===== config.mk =====
export PLATFORM = sky130hd
export DESIGN_NAME = core_mdu_sequencer
export DESIGN_NICKNAME = d
export VERILOG_FILES = /design/src/rtl/core_mdu_sequencer.sv
export SDC_FILE = /design/constraint.sdc
export NUM_CORES = 1
export LEC_CHECK = 0
export ABC_AREA = 1
export CORE_MARGIN = 5
export CORE_UTILIZATION = 34
export CTS_CLUSTER_DIAMETER = 150
export DETAILED_ROUTE_END_ITERATION = 10
export SLEW_MARGIN = 10
export SYNTH_ARGS = -nofsm -noshare
export SYNTH_HDL_FRONTEND = slang
export SYNTH_SLANG_ARGS = --single-unit

===== constraint.sdc =====
create_clock -name clk -period 2.9 [get_ports clk]
set_input_delay 0.58 -clock clk [delete_from_list [all_inputs] [get_ports clk]]
set_output_delay 0.58 -clock clk [all_outputs]
set_load 0.005 [all_outputs]

===== src/rtl/core_mdu_sequencer.sv =====
// core_mdu_sequencer: multi-cycle multiply/divide sequencer for the execution stage.
// Radix-2 shift-add multiply (MUL/MULHU) and restoring divide (DIVU/REMU), one
// iteration per cycle over DATA_WIDTH cycles, with a one-cycle result pulse.
// Optional macro MDU_EARLY_OUT_EN: zero operands (multiply) or a zero divisor
// skip the iterations and complete in the cycle after accept.
//
// Handshake: a request transfers on a rising edge where req_valid && req_ready
// && !flush && !rst; req_ready is high in IDLE and DONE, resp_valid is a single
// cycle pulse with no back-pressure, and resp_data holds until the next result.
module core_mdu_sequencer #(
  parameter int DATA_WIDTH = 32
) (
  input  logic                  clk,
  input  logic                  rst,
  input  logic                  req_valid,
  output logic                  req_ready,
  input  logic [1:0]            req_op,
  input  logic [DATA_WIDTH-1:0] req_a,
  input  logic [DATA_WIDTH-1:0] req_b,
  input  logic                  flush,
  output logic                  resp_valid,
  output logic [DATA_WIDTH-1:0] resp_data,
  output logic                  stall,
  output logic [1:0]            dbg_state
);

  localparam int CW = (DATA_WIDTH > 1) ? $clog2(DATA_WIDTH) : 1;
  localparam logic [CW-1:0] CNT_LAST = CW'(DATA_WIDTH - 1);

  typedef enum logic [1:0] {IDLE = 2'd0, MUL = 2'd1, DIV = 2'd2, DONE = 2'd3} state_t;

  state_t                state, state_nx;
  logic [CW-1:0]         cnt;
  logic [1:0]            op_q;
  logic [DATA_WIDTH-1:0] opb_q;   // multiplicand or divisor
  logic [DATA_WIDTH-1:0] acc_hi;  // product high half / partial remainder
  logic [DATA_WIDTH-1:0] acc_lo;  // multiplier bits shifting out / quotient shifting in
  logic                  accept;

  logic [DATA_WIDTH:0]   mul_sum;
  logic [DATA_WIDTH-1:0] mul_hi_nx, mul_lo_nx;
  logic [DATA_WIDTH:0]   div_sh, div_trial;
  logic                  div_ok;
  logic [DATA_WIDTH-1:0] div_hi_nx, div_lo_nx;
  logic [DATA_WIDTH-1:0] final_res;
  logic                  early;
  logic [DATA_WIDTH-1:0] early_res;

  assign req_ready  = (state == IDLE) || (state == DONE);
  assign accept     = req_valid && req_ready && !flush && !rst;
  assign resp_valid = (state == DONE) && !flush;
  assign stall      = (state == MUL) || (state == DIV) || (accept && (state != DONE));
  assign dbg_state  = state;

  // One iteration of both datapaths from the current accumulator contents.
  always_comb begin
    mul_sum   = {1'b0, acc_hi} + (acc_lo[0] ? {1'b0, opb_q} : '0);
    mul_hi_nx = mul_sum[DATA_WIDTH:1];
    mul_lo_nx = {mul_sum[0], acc_lo[DATA_WIDTH-1:1]};
    // Remainder stays below the divisor, so DATA_WIDTH+1 bits hold the trial sign.
    div_sh    = {acc_hi, acc_lo[DATA_WIDTH-1]};
    div_trial = div_sh - {1'b0, opb_q};
    div_ok    = !div_trial[DATA_WIDTH];
    div_hi_nx = div_ok ? div_trial[DATA_WIDTH-1:0] : div_sh[DATA_WIDTH-1:0];
    div_lo_nx = {acc_lo[DATA_WIDTH-2:0], div_ok};
    case (op_q)
      2'd0:    final_res = mul_lo_nx;
      2'd1:    final_res = mul_hi_nx;
      2'd2:    final_res = div_lo_nx;
      default: final_res = div_hi_nx;
    endcase
  end

  // Zero-operand shortcut decode for the incoming request.
`ifdef MDU_EARLY_OUT_EN
  always_comb begin
    early     = 1'b0;
    early_res = '0;
    if (!req_op[1]) begin
      early = (req_a == '0) || (req_b == '0);
    end else begin
      early     = (req_b == '0);
      early_res = req_op[0] ? req_a : '1;
    end
  end
`else
  assign early     = 1'b0;
  assign early_res = '0;
`endif

  // Next-state logic; flush overrides everything to IDLE.
  always_comb begin
    state_nx = state;
    case (state)
      IDLE, DONE: begin
        if (accept) begin
          if (early)          state_nx = DONE;
          else if (req_op[1]) state_nx = DIV;
          else                state_nx = MUL;
        end else if (state == DONE) begin
          state_nx = IDLE;
        end
      end
      MUL, DIV: if (cnt == '0) state_nx = DONE;
      default:  state_nx = IDLE;
    endcase
    if (flush) state_nx = IDLE;
  end

  // State, operand latches, iteration datapath and held result register.
  always_ff @(posedge clk) begin
    if (rst) begin
      state     <= IDLE;
      cnt       <= '0;
      op_q      <= '0;
      opb_q     <= '0;
      acc_hi    <= '0;
      acc_lo    <= '0;
      resp_data <= '0;
    end else begin
      state <= state_nx;
      if (accept) begin
        op_q   <= req_op;
        opb_q  <= req_b;
        acc_hi <= '0;
        acc_lo <= req_a;
        cnt    <= CNT_LAST;
        if (early) resp_data <= early_res;
      end else if (state == MUL || state == DIV) begin
        acc_hi <= (state == MUL) ? mul_hi_nx : div_hi_nx;
        acc_lo <= (state == MUL) ? mul_lo_nx : div_lo_nx;
        cnt    <= cnt - 1'b1;
        if (cnt == '0 && !flush) resp_data <= final_res;
      end
    end
  end

endmodule

After elaboration in Yosys (flattened, before gate mapping)
Index checks and enable logic that the tools add are counted. W data, S select, Z words.

$add $sub $neg: 3. Equal/unequal tests: 8. Multiplexer cells: 14. Bitwise logic cells: 1. Reductions and logical operators: 22.

Operator list (number): $mux W32 (6); $pmux W32 S3 (1); $add A32 B32 Y33 (1); $sub A33 B32 Y33 (1); $mux W5 (2); $mux W2 (4); $reduce_or A2 Y1 (4); $eq A2 B2 Y1 const B (3); $logic_and A1 B1 Y1 (6); $logic_not A5 Y1 (1); $sub A5 B1 Y5 const B (1); $eq A2 B1 Y1 const B (2); $logic_not A2 Y1 (2); $ne A2 B2 Y1 const B (2); $pmux W2 S2 (1); $logic_not A1 Y1 (3); $logic_or A1 B1 Y1 (3); $ne A3 B3 Y1 const B (1); $reduce_and A3 Y1 (1); $reduce_and A2 Y1 (1); $reduce_bool A2 Y1 (1); $not A1 Y1 (1).

Flip-flop bits (word level): 137. Output and inout port bits: 37. Logic and storage cells: 55.

Depth between registers and ports, before layout
Gate-level depths: netlist of run 1.

Depth after elaboration: 7. Gate-level depth with buffers: 20.

Worst setup path after synthesis of run 1
No wires, ideal clock.

Path type: register -> register. Start point: register acc_lo[0]. End point: register acc_hi[15]. Setup time: 0.132 ns. Arrival time: 2.252 ns. Slack: 0.516 ns. Stages on the path, launching flop included: 18. Path buffers: 2. Clock period less this slack: 2.384 ns. Cell sequence: dfxtp_1 clkbuf_1 clkbuf_1 nand2_1 inv_1 ha_1 fa_1 nand3_1 nand3_1 nand2_1 nand2_1 nand2_1 nand2_1 xor2_1 o21ai_0 inv_1 nand2_1 a21oi_1.

Longest elaborated chain between the ends: 3.

RTL lines: from (decl) (line 37) `logic [DATA_WIDTH-1:0] acc_lo;`; from (signal assigned) (line 126) `acc_lo <= req_a;`; from (signal assigned) (line 131) `acc_lo <= (state == MUL) ? mul_lo_nx : div_lo_nx;`; $mux W32 (line 57) `mul_sum = {1'b0, acc_hi} + (acc_lo[0] ? {1'b0, opb_q} : '0);`; $add A32 B32 Y33 (line 57); $mux W32 (line 130) `acc_hi <= (state == MUL) ? mul_hi_nx : div_hi_nx;`; to (signal assigned) (line 130); to (decl) (line 36) `logic [DATA_WIDTH-1:0] acc_hi;`.

Every way passes these cells. A chain may end at the register's enable or synchronous reset.

Final worst setup path of run 1
Start point: register acc_lo[0]. End point: register resp_data[20].

Longest elaborated chain between the ends: 3.

RTL lines: $mux W32 (line 57); $add A32 B32 Y33 (line 57); $pmux W32 S3 (line 66) `case (op_q)`; to (signal assigned) (line 128) `if (early) resp_data <= early_res;`; to (signal assigned) (line 133) `if (cnt == '0 && !flush) resp_data <= final_res;`; to (decl) (line 22) `output logic [DATA_WIDTH-1:0] resp_data,`.

Every way passes these cells.

==> results of run 1 <==
## cells by family after synthesis
family / count (synthesis)
simple gates: 1171
buf+inv: 476
compound gates: 342
flops: 137
fa+ha+maj: 70
xor+xnor: 29
## layout make-up
class                      instances  area [µm²]
tap                              461         577
clock buffer                      20         447
sequential                       137        2750
multi-input combinational       1616        7830
fill                            3932       20900
timing repair buffer             156        1520
inverter                         396        1490
clock inverter                    12         118
## how the worst max path moves through the flow
stage	start	end	slack (ns)
floorplan	acc_lo[0]	acc_hi[15]	0.52
global placement	acc_lo[31]	resp_data[5]	0.13
detailed placement	acc_lo[31]	resp_data[5]	0.07
CTS	dbg_state[1]	stall	0.04
global route	acc_lo[0]	resp_data[30]	0.008
finish	acc_lo[0]	resp_data[20]	0.22
## Yosys cell counts (all sizes together) (13+ instances only)
| cell type | instances | area (µm²) |
|---|---|---|
| nand2 | 850 | 3220 |
| inv | 392 | 1470 |
| a21oi | 191 | 956 |
| nor2 | 152 | 586 |
| dfxtp | 137 | 2740 |
| nand3 | 129 | 646 |
| o21ai | 98 | 490 |
| ha | 68 | 851 |
| clkbuf | 64 | 240 |
| a221oi | 28 | 245 |
| xor2 | 27 | 236 |
| buf | 16 | 106 |
| nor3 | 13 | 70.1 |
## metrics by stage
step | hold WS, ns | cell area [µm²] | util, % | power [µW] | setup WS (ns)
4_1_cts | 0.462 | 14600 | 41.0 | 8340 | 0.0380
6_report | 0.463 | 14700 | 41.3 | 8540 | 0.218
3_5_place_dp | 0.457 | 14100 | 39.4 | 6120 | 0.0689
3_3_place_gp | 0.448 | 14100 | 39.4 | 6120 | 0.128
5_1_grt | 0.491 | 14700 | 41.3 | 9110 | 0.00803
2_1_floorplan | 0.441 | 12300 | - | 4770 | 0.516
## metal layers
metal,GRT usage (%),vias up,wire (µm)
met5,0,-,0
met4,8.21,0,1640
met3,3.33,61,2730
met2,40.4,400,23300
met1,31.2,6478,21800
li1,-,7137,-
## cells in the final DEF, fill, tap and decap left out, types with 27 or more instances in the layout
master / n
inv_1: 391
dfxtp_1: 135
clkdlybuf4s50_1: 104
xor2_1: 27
a221oi_1: 28
nor2_1: 144
nand3_1: 126
buf_4: 43
ha_1: 66
nand2_1: 839
o21ai_0: 98
a21oi_1: 191
## state kept, by name, indices dropped and copies added (netlist names)
name       count
dbg_state      2
acc_hi        32
resp_data     32
opb_q         32
op_q           2
acc_lo        32
cnt            5
## power groups by stage
stage,clock network (µW),registers (µW),logic (µW)
6_report,2190,2120,4230
3_3_place_gp,0,2160,3960
5_1_grt,2320,2120,4660
2_1_floorplan,0,2100,2670
3_5_place_dp,0,2160,3960
4_1_cts,2240,2120,3990
## worst min-delay path, stage by stage (launching register included)
cell and delay, ns:
dfxtp_1 0.31, nand2_1 0.06, a21oi_1 0.05
==> results by group, run 1 <==
Synthesis
  • XOR/XNOR share of the synthesized area: under 10%
  • Synth cell types: 38
  • Mux share of post-synthesis cell area: 0%
  • Syn_area_per_cell: 5.53 µm²
  • Gate Count Post-Synth: 2225
  • YS warnings: 0
  • Syn Nets: 2365
  • Register bit total from synthesis: 137
  • Largest family of logic cells by synthesized area: simple AND/OR/NAND/NOR gates
  • Post-synth EDFFs: 0
  • Compound-Gate Fraction of Synth Area: 15.2%
  • Post-Synth Adder-Cell Area: 7.25%
  • Sequential area share after synthesis: roughly 22%
  • Post-Syn Area: 12300 µm²
  • Async SR Flop Fraction: 0%
  • Synth Flop Type: dfxtp_1
  • Post-Synth Simple-Gate Area: 38.3%

CTS
  • Postcts setup bufs: 0
  • TritonCTS buffer count: 17
  • Post-cts gate resize count: 0
  • Clock Tree Root: clkbuf_16
  • Clock Latency Late Sink: approximately 0.45 ns
  • CTS tree: done
  • CTS Sinks: roughly 140
  • Clk pin slew, worst setup/hold paths: around 0.060 ns
  • Hold buffer count at CTS: 0
  • H-tree depth: 4
  • CTS Buffer Depth: 2

GRT
  • Vias in the first global route: ~13000
  • Grt ovf: 0
  • Initial antenna violation count: 0
  • First-pass GRT wire length: about 76 mm
  • Largest net degree at the start of global routing: 69
  • Total GRT Usage: between 20% and 30%

Floorplan
  • Full die area: 40100 µm²
  • Row Count: 69
  • Die H: 200 µm
  • Core Region: 35700 µm²
  • Die Width: 200 µm
  • Initial Util: between 30% and 40%
  • I/O pin count: 107

Place
  • Gpl congestion: 0.955
  • Port Buffers: about 110
  • Placed cells: 2762
  • Detailed Place HPWL: ~38 mm

Critical path
  • Worst r2r src: acc_lo[0]
  • Reg2Reg Setup Slack: 0.22 ns
  • CP startpoint kind: flip-flop
  • Crit path DAT: 3.06 ns
  • CP max stage cell: ha_1
  • CP bufs+invs: 2
  • Critical path class: reg -> reg
  • Slowest stage delay, CP: between 0.3 and 0.4 ns
  • Worst path depth: 15
  • CP Cell Sequence: buf_12 > nand2_1 > inv_1 > ha_1 > nand2_1 > nor2_2 > and2_1 > nand2_1 > nand2_1 > nand2_1 > nand3_1 > nand3_1 > a21oi_1 > nand2_1 > a21oi_1
  • Family with the most delay on the worst path: simple AND/OR/NAND/NOR gates
  • CP most frequent cell: nand2_1
  • Reg2reg path depth: 15
  • FF-to-FF End: resp_data[20]
  • CP Max Fanout: 33
  • Critical Path End Type: flip-flop
  • Required time of the worst setup path: 3.27 ns

Pwr
  • Psw: 4020 µW
  • Clock power share: 25.7%
  • Pwr/cell area: 580 nW/µm²
  • Comb pwr share: 49.5%
  • Lkg Pwr: 0.00765 µW
  • Switching Share: about 47%
  • Pint: about 4500 µW
  • Register share of total power: 24.8%
  • VDD IR max: around 0.00042 V

Drt
  • Final WL: 49.4 mm
  • Vias per std cell: 5.03
  • Antenna-violating nets left: 0
  • Vias after detailed routing: 14100
  • Initial DRC Count: 1308
  • # DRC: 0
  • Drt wl/cell: 17.7 µm
  • Pre-antenna DRT Iters: 7

Min path
  • Worst Hold Class: reg -> reg
  • Worst Min Path Start: resp_data[29]
  • Hold EP: resp_data[29]
  • Hold Path Stages: 2

Outcome
  • Status: finished clean

Timing
  • RSZ-0062 raised after global routing: no
  • Layout Skew: 0.0192 ns
  • Worst-Margin Slew: roughly 0.82 ns
  • Slew headroom: 45.4%
  • Setup violations, final: 0
  • Crit share post-route: about 90%
  • Final Max Tran Viols: 0
  • Highest clock rate: 373 MHz
  • Final min period: 2.68 ns
  • Final hold violations: 0
  • Setup TNS: 0 ns

Run
  • MaxCap Viol Count: 0

Layout
  • Layout cells sized above 1: 5.01%
  • Area growth from synthesis to layout: 19.8%
  • Final Non-Filler Cells: 2798
  • Nets: 2464
  • # diodes: 0
No activity file was read; power rests on OpenSTA's default activity.
==> run 2: changes to the inputs <==
- clock period: 2.9 -> 3.1 ns (I/O delays scaled with it)
==> run 2 against run 1 <==
Against the previous run:
- the run now ends with design-rule violations left
- sequential share of layout area increased by 0.34 points
- die area unchanged
- combinational power decreased by 14%
- first-iteration DRC count decreased by 13%
- largest cell class unchanged
- critical path type is now reg -> out
- flip-flop and latch count unchanged
- clock-buffer cell count decreased by 3
- cell count decreased by 0.93%
- highest routed layer unchanged
- sequential power decreased by 6%
==> results by group, run 2 (synthesis gave the netlist of run 1 again) <==
Place
  • Port Buffers: 106 (unchanged)
  • Placed cells: 2740 (was 2762)
  • Gpl congestion: 0.974 (was 0.955)
  • Detailed Place HPWL: 37.3 mm (was 38.5 mm)
  • Placed cell areas: 13900 µm² (was 14100 µm²)

Layout
  • # diodes: 0 (unchanged)
  • Area taken by multi-input logic gates: 7750 µm² (was 7830 µm²)
  • Final core occ: 40.5% (was 41.3%)
  • Fillers: 4003 (was 3932)
  • Most frequent cells in the layout: nand2_1, inv_1, a21oi_1, nor2_1, dfxtp_1 (unchanged)
  • Combined flip-flop and latch cell area: 2740 µm² (was 2750 µm²)
  • Post-route cell area: 14500 µm² (was 14700 µm²)
  • Nets: 2438 (was 2464)
  • Final Non-Filler Cells: 2772 (was 2798)
  • Layout cells sized above 1: 3.50% (was 5.01%)
  • Area growth from synthesis to layout: 17.6% (was 19.8%)
  • Most common cell after layout, fill and taps aside: nand2_1 (unchanged)

CTS
  • Clk pin slew, worst setup/hold paths: 0.07 ns (was 0.06 ns)
  • TritonCTS buffer count: 17 (unchanged)
  • CTS tree: done (unchanged)
  • CTS Buffer Depth: 2 (unchanged)
  • CTS Sinks: 137 (unchanged)
  • Clock Tree Root: clkbuf_16 (unchanged)
  • Postcts setup bufs: 0 (unchanged)
  • Hold buffer count at CTS: 0 (unchanged)
  • H-tree depth: 4 (unchanged)
  • Post-cts gate resize count: 0 (unchanged)
  • Clock Latency Late Sink: 0.44 ns (was 0.45 ns)

Drt
  • # DRC: 2 (was 0)
  • Pre-antenna DRT Iters: 10 (was 7)
  • Vias per std cell: 5.05 (was 5.03)
  • Drt wl/cell: 17.0 µm (was 17.7 µm)
  • Antenna-violating nets left: 0 (unchanged)
  • Initial DRC Count: 1135 (was 1308)
  • Final WL: 47.3 mm (was 49.4 mm)
  • Vias after detailed routing: 14000 (was 14100)

Floorplan
  • Die H: 200 µm (unchanged)
  • I/O pin count: 107 (unchanged)
  • Initial Util: 34.5% (unchanged)
  • Row Count: 69 (unchanged)
  • Die Width: 200 µm (unchanged)
  • Full die area: 40100 µm² (unchanged)
  • Core Region: 35700 µm² (unchanged)

Timing
  • Final min period: 2.91 ns
  • Worst-Margin Slew: 0.881 ns (was 0.818 ns)
  • Final hold violations: 0 (unchanged)
  • Highest clock rate: 344 MHz
  • Setup violations, final: 0 (unchanged)
  • Final Max Tran Viols: 0 (unchanged)
  • Layout Skew: 0.0111 ns (was 0.0192 ns)
  • RSZ-0062 raised after global routing: no (unchanged)
  • Setup TNS: 0 ns (unchanged)
  • Slew headroom: 40.9% (was 45.4%)
  • Crit share post-route: 93.9%

GRT
  • Initial antenna violation count: 0 (unchanged)
  • Largest net degree at the start of global routing: 69 (unchanged)
  • Grt ovf: 0 (unchanged)
  • Total GRT Usage: 23.1% (was 23.8%)
  • Vias in the first global route: 13400 (about the same)
  • First-pass GRT wire length: 74.5 mm (was 76.1 mm)

Pwr
  • Register share of total power: 25.7% (was 24.8%)
  • Switching Share: 47.0% (was 47.1%)
  • Pwr/cell area: 535 nW/µm² (was 580 nW/µm²)
  • Comb pwr share: 47.0% (was 49.5%)
  • Clock power share: 27.3% (was 25.7%)
  • VDD IR max: 0.000390 V (was 0.000422 V)
  • Final Power: 7730 µW (was 8540 µW)
  • Psw: 3640 µW (was 4020 µW)
  • Pint: 4100 µW (was 4520 µW)
  • Lkg Pwr: 0.00750 µW (was 0.00765 µW)

Critical path
  • Critical Path End Type: output port (was flip-flop)
  • Reg2Reg Setup Slack: 0.26 ns (was 0.22 ns)
  • Crit path DAT: 2.29 ns (was 3.06 ns)
  • CP Max Fanout: 5 (was 33)
  • Required time of the worst setup path: 2.48 ns (was 3.27 ns)
  • CP startpoint kind: flip-flop (unchanged)
  • Critical path class: reg -> out (was reg -> reg)

Min path
  • Worst Hold Class: reg -> reg (unchanged)

Outcome
  • Failing checks: design-rule violations
  • Status: finished, violations left (was finished clean)

Run
  • MaxCap Viol Count: 0 (unchanged)
-- run 2: changes by cell type in the layout (fill, tap and decap cells not counted), sizes merged --
cell           change
clkinvlp           -2
clkbuf             -3
inv                +6
clkdlybuf4s50      +1
dlymetal6s2s       -1
clkinv             -1
nand2              -4
buf               -22
-- run 2: layout make-up --
type	count	area share, %
multi-input combinational	1612	53.6
sequential	137	19.0
inverter	396	10.3
timing repair buffer	134	9.11
tap	461	3.99
clock buffer	17	2.94
clock inverter	15	1.10
-- run 2: stage by stage --
step	hold slack, ns	worst slack (ns)
after CTS	0.465	0.184
after global routing	0.493	0.0217
after global placement	0.453	0.281
after detailed placement	0.455	0.224
after floorplan	0.441	0.716
final	0.464	0.189
-- run 2: worst max-delay path, stage by stage, from the launching register on --
cell and delay (ns):
dfxtp_1 0.40, inv_1 0.06, ha_2 0.36, nand2_1 0.12, nor2_4 0.13, inv_1 0.09, o21ai_0 0.16, clkdlybuf4s50_1 0.53
-- run 2: path summary, 6_finish.rpt --
kind                start            to  depth (start not counted)
max          dbg_state[1]         stall                          7
min                cnt[0]        cnt[0]                          2
max reg2reg    acc_lo[31]  resp_data[5]                         17
min reg2reg        cnt[0]        cnt[0]                          2
-- run 2: power by group through the flow --
stage               Sequential (µW)  Clock [µW]  Combinational, µW
finish                         1990        2110               3630
global placement               2030           0               3530
floorplan                      1960           0               2500
CTS                            1990        2150               3570
detailed placement             2030           0               3550
global route                   2000        2220               4060
-- run 2: routing by layer --
layer	global-route usage, %	wire length [µm]	vias up
li1	-	-	7083
met3	2.93	2550	52
met5	0	0	-
met4	6.44	1260	0
met2	39.6	22300	443
met1	30.8	21100	6420
==> run 3: changes to the inputs <==
- CORE_MARGIN: 5 -> 2
- MAX_ROUTING_LAYER: unset -> met4
- REMOVE_ABC_BUFFERS: unset -> 1
==> run 3 against run 2 <==
Against the previous run:
- the flow now finishes without violations
- largest power group unchanged
- non-clock buffer count down 1
- flip-flop and latch count unchanged
- core utilization about the same
- via count down 0.91%
- clock power about the same
- critical path depth up 9
- total power down 1.0%
==> results by group, run 3 (synthesis gave the netlist of run 1 again) <==
Outcome
  • Status: finished clean (was finished, violations left)

Timing
  • Setup violations, final: 0 (unchanged)
  • Final hold violations: 0 (unchanged)
  • RSZ-0062 raised after global routing: no (unchanged)
  • Final min period: 2.89 ns (was 2.91 ns)
  • Worst-Margin Slew: 0.762 ns (was 0.881 ns)
  • Worst hold slack: 0.460 ns (was 0.464 ns)
  • Slew headroom: 49.2% (was 40.9%)
  • Highest clock rate: 347 MHz (was 344 MHz)
  • Setup TNS: 0 ns (unchanged)
  • Final Max Tran Viols: 0 (unchanged)
  • Crit share post-route: 93.1% (was 93.9%)
  • Layout Skew: 0.0141 ns (was 0.0111 ns)

Layout
  • Nets: 2437 (was 2438)
  • Fillers: 4084 (was 4003)
  • Most common cell after layout, fill and taps aside: nand2_1 (unchanged)
  • Final core occ: 40.6% (was 40.5%)
  • Most frequent cells in the layout: nand2_1, inv_1, a21oi_1, nor2_1, dfxtp_1 (unchanged)
  • Area growth from synthesis to layout: 17.4% (was 17.6%)
  • Layout cells sized above 1: 3.46% (was 3.50%)

Drt
  • Antenna-violating nets left: 0 (unchanged)
  • Initial DRC Count: 1029 (was 1135)
  • Final WL: 47.2 mm (was 47.3 mm)
  • Vias after detailed routing: 13900 (was 14000)
  • Drt wl/cell: 17.0 µm (about the same)
  • Pre-antenna DRT Iters: 5 (was 10)
  • # DRC: 0 (was 2)
  • Vias per std cell: 5.01 (was 5.05)

CTS
  • H-tree depth: 4 (unchanged)
  • CTS tree: done (unchanged)
  • Clock Latency Late Sink: 0.46 ns (was 0.44 ns)
  • TritonCTS buffer count: 17 (unchanged)
  • CTS Sinks: 137 (unchanged)
  • Clock Tree Root: clkbuf_16 (unchanged)
  • Clk pin slew, worst setup/hold paths: 0.07 ns (about the same)
  • Postcts setup bufs: 0 (unchanged)
  • CTS Buffer Depth: 2 (unchanged)

Pwr
  • Pwr/cell area: 530 nW/µm² (was 535 nW/µm²)
  • Lkg Pwr: 0.00748 µW (was 0.00750 µW)
  • Final Power: 7660 µW (was 7730 µW)
  • VDD IR max: 0.000393 V (was 0.000390 V)

Critical path
  • CP most frequent cell: nand2_1 (was inv_1)
  • CP Max Fanout: 31 (was 5)
  • CP max stage cell: dfxtp_2 (was clkdlybuf4s50_1)
  • Slowest stage delay, CP: 0.42 ns (was 0.53 ns)
  • CP Cell Sequence: buf_12 > nand2_1 > inv_1 > ha_1 > nand2_1 > inv_1 > nand2_1 > nand2_1 > nand3b_1 > nand2_1 > nand2_1 > nand2_1 > nand3_1 > a21oi_1 > nand2_1 > a21oi_1 (was inv_1 > ha_2 > nand2_1 > nor2_4 > inv_1 > o21ai_0 > clkdlybuf4s50_1)
  • Critical Path Sink: resp_data[26] (was stall)
  • Reg2Reg Setup Slack: 0.21 ns (was 0.26 ns)
  • Critical path class: reg -> reg (was reg -> out)
  • Crit path DAT: 3.26 ns (was 2.29 ns)
  • Worst path depth: 16 (was 7)
  • CP bufs+invs: 3 (unchanged)
  • Worst r2r src: acc_lo[0] (was acc_lo[31])
  • Critical Path End Type: flip-flop (was output port)
  • Family with the most delay on the worst path: simple AND/OR/NAND/NOR gates (was buffers and inverters)
  • FF-to-FF End: resp_data[26] (was resp_data[5])
  • Critical path origin: acc_lo[0] (was dbg_state[1])
  • CP startpoint kind: flip-flop (unchanged)
  • Required time of the worst setup path: 3.48 ns (was 2.48 ns)
  • Reg2reg path depth: 16 (was 17)

GRT
  • Grt ovf: 0 (unchanged)
  • First-pass GRT wire length: 73.3 mm (was 74.5 mm)
  • Vias in the first global route: 13100 (was 13400)
  • Total GRT Usage: 25.6% (was 23.1%)
  • Largest net degree at the start of global routing: 63 (was 69)
  • Initial antenna violation count: 2 (was 0)

Floorplan
  • Core Region: 35600 µm² (was 35700 µm²)
  • I/O pin count: 107 (unchanged)
  • Full die area: 37700 µm² (was 40100 µm²)
  • Row Count: 69 (unchanged)
  • Die H: 194 µm (was 200 µm)
  • Die Width: 194 µm (was 200 µm)
  • Initial Util: 34.6% (was 34.5%)

Min path
  • Worst Min Path Start: cnt[0] (unchanged)
  • Worst Hold Class: reg -> reg (unchanged)

Place
  • Port Buffers: 106 (unchanged)
  • Gpl congestion: 0.964 (was 0.974)
  • Detailed Place HPWL: 37.1 mm (was 37.3 mm)

Run
  • MaxCap Viol Count: 0 (unchanged)
[run 3: cell count changes in the layout (fill, tap and decap cells not counted)]
cell / change
clkinv_8: -1
dfxtp_2: +1
inv_8: -3
nand2_8: -2
clkinvlp_4: +2
dfxtp_1: -1
nand2_4: +2
inv_6: -3
buf_4: -1
clkinv_4: +2
diode_2: +1
bufinv_16: +1
clkbuf_8: +1
[run 3: timing repair]
item                                    CTS  global route
endpoints found under the setup margin    0             1
hold buffers                              0             0
gates resized for setup                   0             1
[run 3: how the worst min path moves through the flow]
stage | to | slack [ns] | cells after the start
detailed placement | cnt[0] | 0.45 | 2
CTS | cnt[0] | 0.46 | 2
finish | cnt[0] | 0.46 | 2
global placement | cnt[0] | 0.45 | 2
global route | cnt[0] | 0.48 | 2
floorplan | cnt[0] | 0.43 | 2
[run 3: worst reg2reg max path, stage by stage, from the launching register on]
cell	delay, ns
dfxtp_2	0.42
buf_12	0.21
nand2_1	0.10
inv_1	0.09
ha_1	0.30
nand2_1	0.18
inv_1	0.06
nand2_1	0.06
nand2_1	0.10
nand3b_1	0.32
nand2_1	0.21
nand2_1	0.07
nand2_1	0.08
nand3_1	0.08
a21oi_1	0.31
nand2_1	0.08
a21oi_1	0.14
[run 3: area by class of cell]
| type | count | area (µm²) | share of cell area [%] |
|---|---|---|---|
| timing repair buffer | 133 | 1310 | 9.07 |
| multi-input combinational | 1612 | 7730 | 53.6 |
| sequential | 137 | 2740 | 19.0 |
| clock buffer | 18 | 439 | 3.04 |
| antenna | 1 | 2.50 | 0.0173 |
| inverter | 396 | 1490 | 10.3 |
| clock inverter | 13 | 145 | 1.01 |
| tap | 461 | 577 | 4.00 |
[run 3: routing by layer]
metal | vias up | GRT usage (%) | share of wire [%]
li1 | 7078 | - | -
met1 | 6347 | 31.9 | 46
met2 | 369 | 41.8 | 46
met3 | 76 | 3.76 | 4.7
met4 | 0 | 9.62 | 3.5
met5 | - | - | 0
[run 3: through the flow]
stage / std cells / setup WS (ns) / area (µm²)
after floorplan: 2145 / -2.10 / 11900
after global placement: 2739 / 0.150 / 13800
after detailed placement: 2739 / 0.0682 / 13800
after CTS: 2770 / 0.171 / 14400
after global routing: 2771 / 0.0323 / 14400
final: 2771 / 0.214 / 14400
[run 3: power by group]
| part | switching [µW] | leakage (µW) | internal (µW) |
|---|---|---|---|
| Combinational | 2480 | 0.00609 | 1080 |
| Sequential | 116 | 0.00111 | 1870 |
| Clock | 907 | 0.000279 | 1210 |
| Total | 3510 | 0.00748 | 4150 |
